==> src/rtl/arith_fp_pkg.sv <==
// IEEE-754 format constants, classification types and the shared field decoder
// used by the arith float<->int operators.
package arith_fp_pkg;

    localparam int F32_EXP_W = 8;
    localparam int F32_MAN_W = 23;
    localparam int F32_BIAS  = 127;
    localparam int F64_EXP_W = 11;
    localparam int F64_MAN_W = 52;
    localparam int F64_BIAS  = 1023;

    // Unbiased exponent spans -1023..1024 for binary64, so 13 signed bits suffice.
    localparam int E_W = 13;
    localparam int M_W = F64_MAN_W + 1;

    typedef enum logic [2:0] {
        ZERO,
        SUBNORM,
        NORMAL,
        INF,
        NAN
    } fp_class_e;

    typedef struct packed {
        logic                  sign;
        fp_class_e             cls;
        logic signed [E_W-1:0] e;
        logic [M_W-1:0]        m;
    } fp_decoded_t;

    function automatic int exp_w(input int in_width);
        return (in_width == 64) ? F64_EXP_W : F32_EXP_W;
    endfunction

    function automatic int man_w(input int in_width);
        return (in_width == 64) ? F64_MAN_W : F32_MAN_W;
    endfunction

    function automatic int bias(input int in_width);
        return (in_width == 64) ? F64_BIAS : F32_BIAS;
    endfunction

    // Binary32 operands arrive zero-extended in raw[31:0]; M is right-aligned.
    function automatic fp_decoded_t fp_decode(input logic [63:0] raw, input logic is_f64);
        fp_decoded_t d;
        logic [10:0] ex;
        logic [51:0] man;
        logic        ex_ones;
        d = '0;
        if (is_f64) begin
            d.sign  = raw[63];
            ex      = raw[62:52];
            man     = raw[51:0];
            ex_ones = &raw[62:52];
            d.e     = E_W'({2'b00, ex}) - E_W'(F64_BIAS);
            d.m     = {1'b1, man};
        end else begin
            d.sign  = raw[31];
            ex      = {3'b000, raw[30:23]};
            man     = {29'd0, raw[22:0]};
            ex_ones = &raw[30:23];
            d.e     = E_W'({2'b00, ex}) - E_W'(F32_BIAS);
            d.m     = {29'd0, 1'b1, raw[22:0]};
        end
        if (ex == '0)
            d.cls = (man == '0) ? ZERO : SUBNORM;
        else if (ex_ones)
            d.cls = (man == '0) ? INF : NAN;
        else
            d.cls = NORMAL;
        return d;
    endfunction

endpackage

==> src/rtl/arith_fp_decode.sv <==
// Combinational IEEE-754 classifier: splits an operand into sign, class,
// unbiased exponent and significand with the hidden bit restored.
module arith_fp_decode
    import arith_fp_pkg::*;
#(
    parameter int IN_WIDTH = 32
) (
    input  logic [IN_WIDTH-1:0] a_data,
    output fp_decoded_t         dec
);

    assign dec = fp_decode(64'(a_data), IN_WIDTH == 64);

endmodule

==> src/rtl/arith_fptoui_pipe.sv <==
// Two-stage float -> unsigned integer converter, round toward zero with
// saturation, behind a valid/ready handshake.
module arith_fptoui_pipe
    import arith_fp_pkg::*;
#(
    parameter int IN_WIDTH  = 32,
    parameter int OUT_WIDTH = 32
) (
    input  logic                 clk,
    input  logic                 rst,
    input  logic                 a_valid,
    output logic                 a_ready,
    input  logic [IN_WIDTH-1:0]  a_data,
    output logic                 result_valid,
    input  logic                 result_ready,
    output logic [OUT_WIDTH-1:0] result_data,
    output logic                 result_invalid
);

    localparam int MAN_W = man_w(IN_WIDTH);
    localparam int SH_W  = (OUT_WIDTH > MAN_W + 1) ? OUT_WIDTH : MAN_W + 1;

    if (IN_WIDTH != 32 && IN_WIDTH != 64) begin : g_bad_in_width
        $fatal(1, "arith_fptoui_pipe: IN_WIDTH must be 32 or 64");
    end
    if (OUT_WIDTH < 1 || OUT_WIDTH > 64) begin : g_bad_out_width
        $fatal(1, "arith_fptoui_pipe: OUT_WIDTH must be in 1..64");
    end

    fp_decoded_t dec;
    fp_decoded_t s1_dec;
    logic        s1_valid;
    logic        s2_valid;
    logic        s1_adv;

    arith_fp_decode #(.IN_WIDTH(IN_WIDTH)) u_decode (
        .a_data (a_data),
        .dec    (dec)
    );

    assign s1_adv       = !s2_valid || result_ready;
    assign a_ready      = !s1_valid || s1_adv;
    assign result_valid = s2_valid;

    always_ff @(posedge clk) begin
        if (rst) begin
            s1_valid <= 1'b0;
            s1_dec   <= '0;
        end else if (a_ready) begin
            s1_valid <= a_valid;
            if (a_valid)
                s1_dec <= dec;
        end
    end

    logic signed [E_W-1:0] e;
    logic [E_W-1:0]        sh_up;
    logic [E_W-1:0]        sh_dn;
    logic [SH_W-1:0]       m_ext;
    logic [OUT_WIDTH-1:0]  s2_data;
    logic                  s2_inv;

    assign e     = $signed(s1_dec.e);
    assign m_ext = SH_W'(s1_dec.m[MAN_W:0]);

    // E < OUT_WIDTH is established before either shift, so neither can overflow.
    always_comb begin
        s2_data = '0;
        s2_inv  = 1'b0;
        sh_up   = e[E_W-1:0] - E_W'(MAN_W);
        sh_dn   = E_W'(MAN_W) - e[E_W-1:0];
        case (s1_dec.cls)
            NAN: s2_inv = 1'b1;
            INF: begin
                s2_inv = 1'b1;
                if (!s1_dec.sign)
                    s2_data = '1;
            end
            NORMAL: begin
                if (e < 0) begin
                    s2_data = '0;
                end else if (s1_dec.sign) begin
                    s2_inv = 1'b1;
                end else if (e >= E_W'(OUT_WIDTH)) begin
                    s2_inv  = 1'b1;
                    s2_data = '1;
                end else if (e >= E_W'(MAN_W)) begin
                    s2_data = OUT_WIDTH'(m_ext << sh_up);
                end else begin
                    s2_data = OUT_WIDTH'(m_ext >> sh_dn);
                end
            end
            default: s2_data = '0;
        endcase
    end

    always_ff @(posedge clk) begin
        if (rst) begin
            s2_valid       <= 1'b0;
            result_data    <= '0;
            result_invalid <= 1'b0;
        end else if (s1_adv) begin
            s2_valid <= s1_valid;
            if (s1_valid) begin
                result_data    <= s2_data;
                result_invalid <= s2_inv;
            end
        end
    end

endmodule
==> config.mk <==
export PLATFORM = sky130hd
export DESIGN_NAME = arith_fptoui_pipe
export DESIGN_NICKNAME = d
export VERILOG_FILES = /design/src/rtl/arith_fp_pkg.sv /design/src/rtl/arith_fp_decode.sv /design/src/rtl/arith_fptoui_pipe.sv
export SDC_FILE = /design/constraint.sdc
export NUM_CORES = 1
export LEC_CHECK = 0
export BUFFER_PORTS_ARGS = -buffer_cell sky130_fd_sc_hd__buf_4
export CAP_MARGIN = 20
export CORE_MARGIN = 2
export CORE_UTILIZATION = 55
export CTS_BUF_LIST = sky130_fd_sc_hd__clkbuf_4
export DETAILED_ROUTE_END_ITERATION = 8
export PLACE_DENSITY = 0.75
export SYNTH_ARGS = -nofsm -noshare
export SYNTH_HDL_FRONTEND = slang
export SYNTH_HIERARCHICAL = 1
export SYNTH_SLANG_ARGS = --single-unit
==> constraint.sdc <==
create_clock -name clk -period 3.35 [get_ports clk]
set_input_delay 0.1675 -clock clk [delete_from_list [all_inputs] [get_ports clk]]
set_output_delay 0.1675 -clock clk [all_outputs]
set_load 0.1 [all_outputs]
==> metrics.md <==
| Metric | Value |
|---|---|
| Outcome | `finished, final reports clean` |
| Clock insertion delay at the later pin of the skew report | `480 ps` |
| Iter 0 DRT Violations | `841` |
| Drt wl/cell | `20.14 um` |
| Worst slack, placed | `532.1 ps` |
| Global-route wire length before repair | `31870 um` |
| GP Congestion | `1.031` |
| Crit end category | `flop` |
| Setup Viol. Count Final | `0` |
| CTS tree | `yes` |
| Worst hold start | `a_data[27]` |
| Critical Path RT | `3730 ps` |
| Pins Over Slew Limit | `0` |
| Hold Path Cell Cnt | `4` |
| Port bufs | `70` |
| Dpl hpwl | `14350 um` |
| Final core occ | `0.6354` |
| Setup_tns | `0 ps` |
| Clock Skews | `16.48 ps` |
| Syn avg cell area | `8.012 um^2` |
| GRT Util Overall | `0.3193` |
| Postcts setup bufs | `0` |
| Fin nets | `888` |
| Share of cells above drive strength 1 | `0.2108` |
| Minimum clock period | `2901 ps` |
| First-pass iteration count of the detailed router | `5` |
| Critical Path Stages | `7` |
| Initial antenna violation count | `0` |
| H-tree lvl count | `3` |
| Final Hold Fails | `0` |
| FF-to-FF Start | `e[4]` |
| Routing usage on met3 | `0.08369` |
| GRT overflow | `0` |
| Final ANT Viol Nets | `0` |
| Synth Warn # | `6` |
| RSZ-0062 raised after global routing | `false` |
| Die height | `112.5 um` |
| DRC Markers | `0` |
| P per Cell Area | `363.3 nW/um^2` |
| WS Path Type | `reg -> reg` |
| Reg2Reg Setup Slack | `450 ps` |
| Ant. Diodes | `0` |
| Commonest non-fill, non-tap cells in the layout | `nand2_1 (141), buf_4 (93), a21oi_1 (79)` |
| Clock transition at path regs | `120 ps` |
| GR Util met1 | `0.4409` |
| TritonCTS Buffers | `9` |
| Vias in the first global route | `5967` |
| Commonest non-fill, non-tap cell in the layout | `nand2_1` |
| Max_cap viols | `0` |
| GRT Max-Usage Layer | `met2` |
| Io pins | `71` |
| Worst path cell trace | `ha_1 > a21boi_0 > a22o_1 > a41oi_1 > o31a_1 > or4_1 > o32ai_1` |
| Critical path arrival | `3290 ps` |
| Via count | `6487` |
| Synth Instances | `808` |
| CTS Root Cell | `clkbuf_4` |
| Final WS setup | `449.5 ps` |
| Area growth syn-to-layout | `12.54%` |
| Fillcell total | `976` |
| WHS Endpoint | `e[4]` |
| Placed instance area | `6855 um^2` |
| CP startpoint | `e[4]` |
| CP top delay family | `compound AO/OA/AOI/OAI gates` |
| Worst r2r path cells | `7` |
| Fmax | `0.3448 GHz` |
| Leakage power | `2.785 nW` |
| Mapped Area | `6474 um^2` |
| Die area | `12650 um^2` |
| Starting Density | `0.5645` |
| Clk buf depth | `2` |
| Startpoint types | `flop` |
| Final WL | `19980 um` |
| CP max-delay cell | `dfxtp_1` |
| Reg-to-reg endpoint | `result_data[4]` |
| Worst Tran Pin Value | `877.9 ps` |
| Relative slew slack | `0.4070` |
| FP Rows | `39` |
| Pin count of the biggest net entering global routing | `50` |
| Fin crit share | `0.8658` |
| Fin area | `7286 um^2` |
| Met2 global-route usage | `0.4827` |
| Clock sinks | `76` |
| DR vias/cell | `6.539` |
| Buffer and inverter count on the worst path | `0` |
| Largest stage delay, worst path | `620 ps` |
| Die X | `112.5 um` |
| CORE AREA | `11470 um^2` |
| Post-Syn Nets | `852` |
| Crit path max fanout | `12` |
| VDD IR max | `0.0002712 V` |
| Hold Path Class | `in -> reg` |
worst max-delay path by stage:
stage,endpoint
after CTS,result_data[5]
final,result_data[4]
after detailed placement,result_data[5]
after global routing,result_data[4]
after global placement,result_data[5]
after floorplan,result_data[8]
report_power, final:
| part | internal, mW | switching (mW) |
|---|---|---|
| Clock | 0.228 | 0.355 |
| Combinational | 0.365 | 0.647 |
| Sequential | 0.960 | 0.0895 |
registers in the layout, indices dropped and copies added (netlist names):
signal          flops
result_valid        1
s1_dec              4
s1_valid            1
result_data        32
m_ext              24
e                  13
result_invalid      1
worst min-delay path: cells and delay by family:
| family | cells | cell delay (ps) |
|---|---|---|
| buffers and inverters | 1 | 110 |
| xor gates and xnor gates | 1 | 70 |
| and+or+nand+nor | 1 | 60 |
| AOI/OAI and AO/OA | 1 | 50 |
per-stage QoR:
stage	total power, mW	instances	hold slack (ps)
after floorplan	1.795	808	284.9
after detailed placement	2.029	946	397.9
after global placement	2.014	946	387.5
after CTS	2.629	992	1.131
final	2.647	992	19.32
after global routing	2.753	992	34.60
per-layer routing:
metal,share of wire,vias to the layer above
met5,0,-
met2,0.45,421
met1,0.42,3021
li1,-,3000
met4,0.028,0
met3,0.11,45
final cells by class:
class                   instances  area (um^2)  area share
flip-flops and latches         76         1523      0.2090
inverters                      13        48.80    0.006698
clock buffers                  10        75.07     0.01030
repair buffers                123        998.5      0.1370
clock inverters                 6        55.05    0.007556
well taps                     143        178.9     0.02456
multi-input cells             621         4407      0.6048
timing repair:
item,4_1_cts,5_1_grt
resized for setup,0,0
hold buffers,30,0
endpoints found under the setup margin,0,0
hold endpoints to repair,30,0
Note: power is estimated with default switching activity, not from simulation.
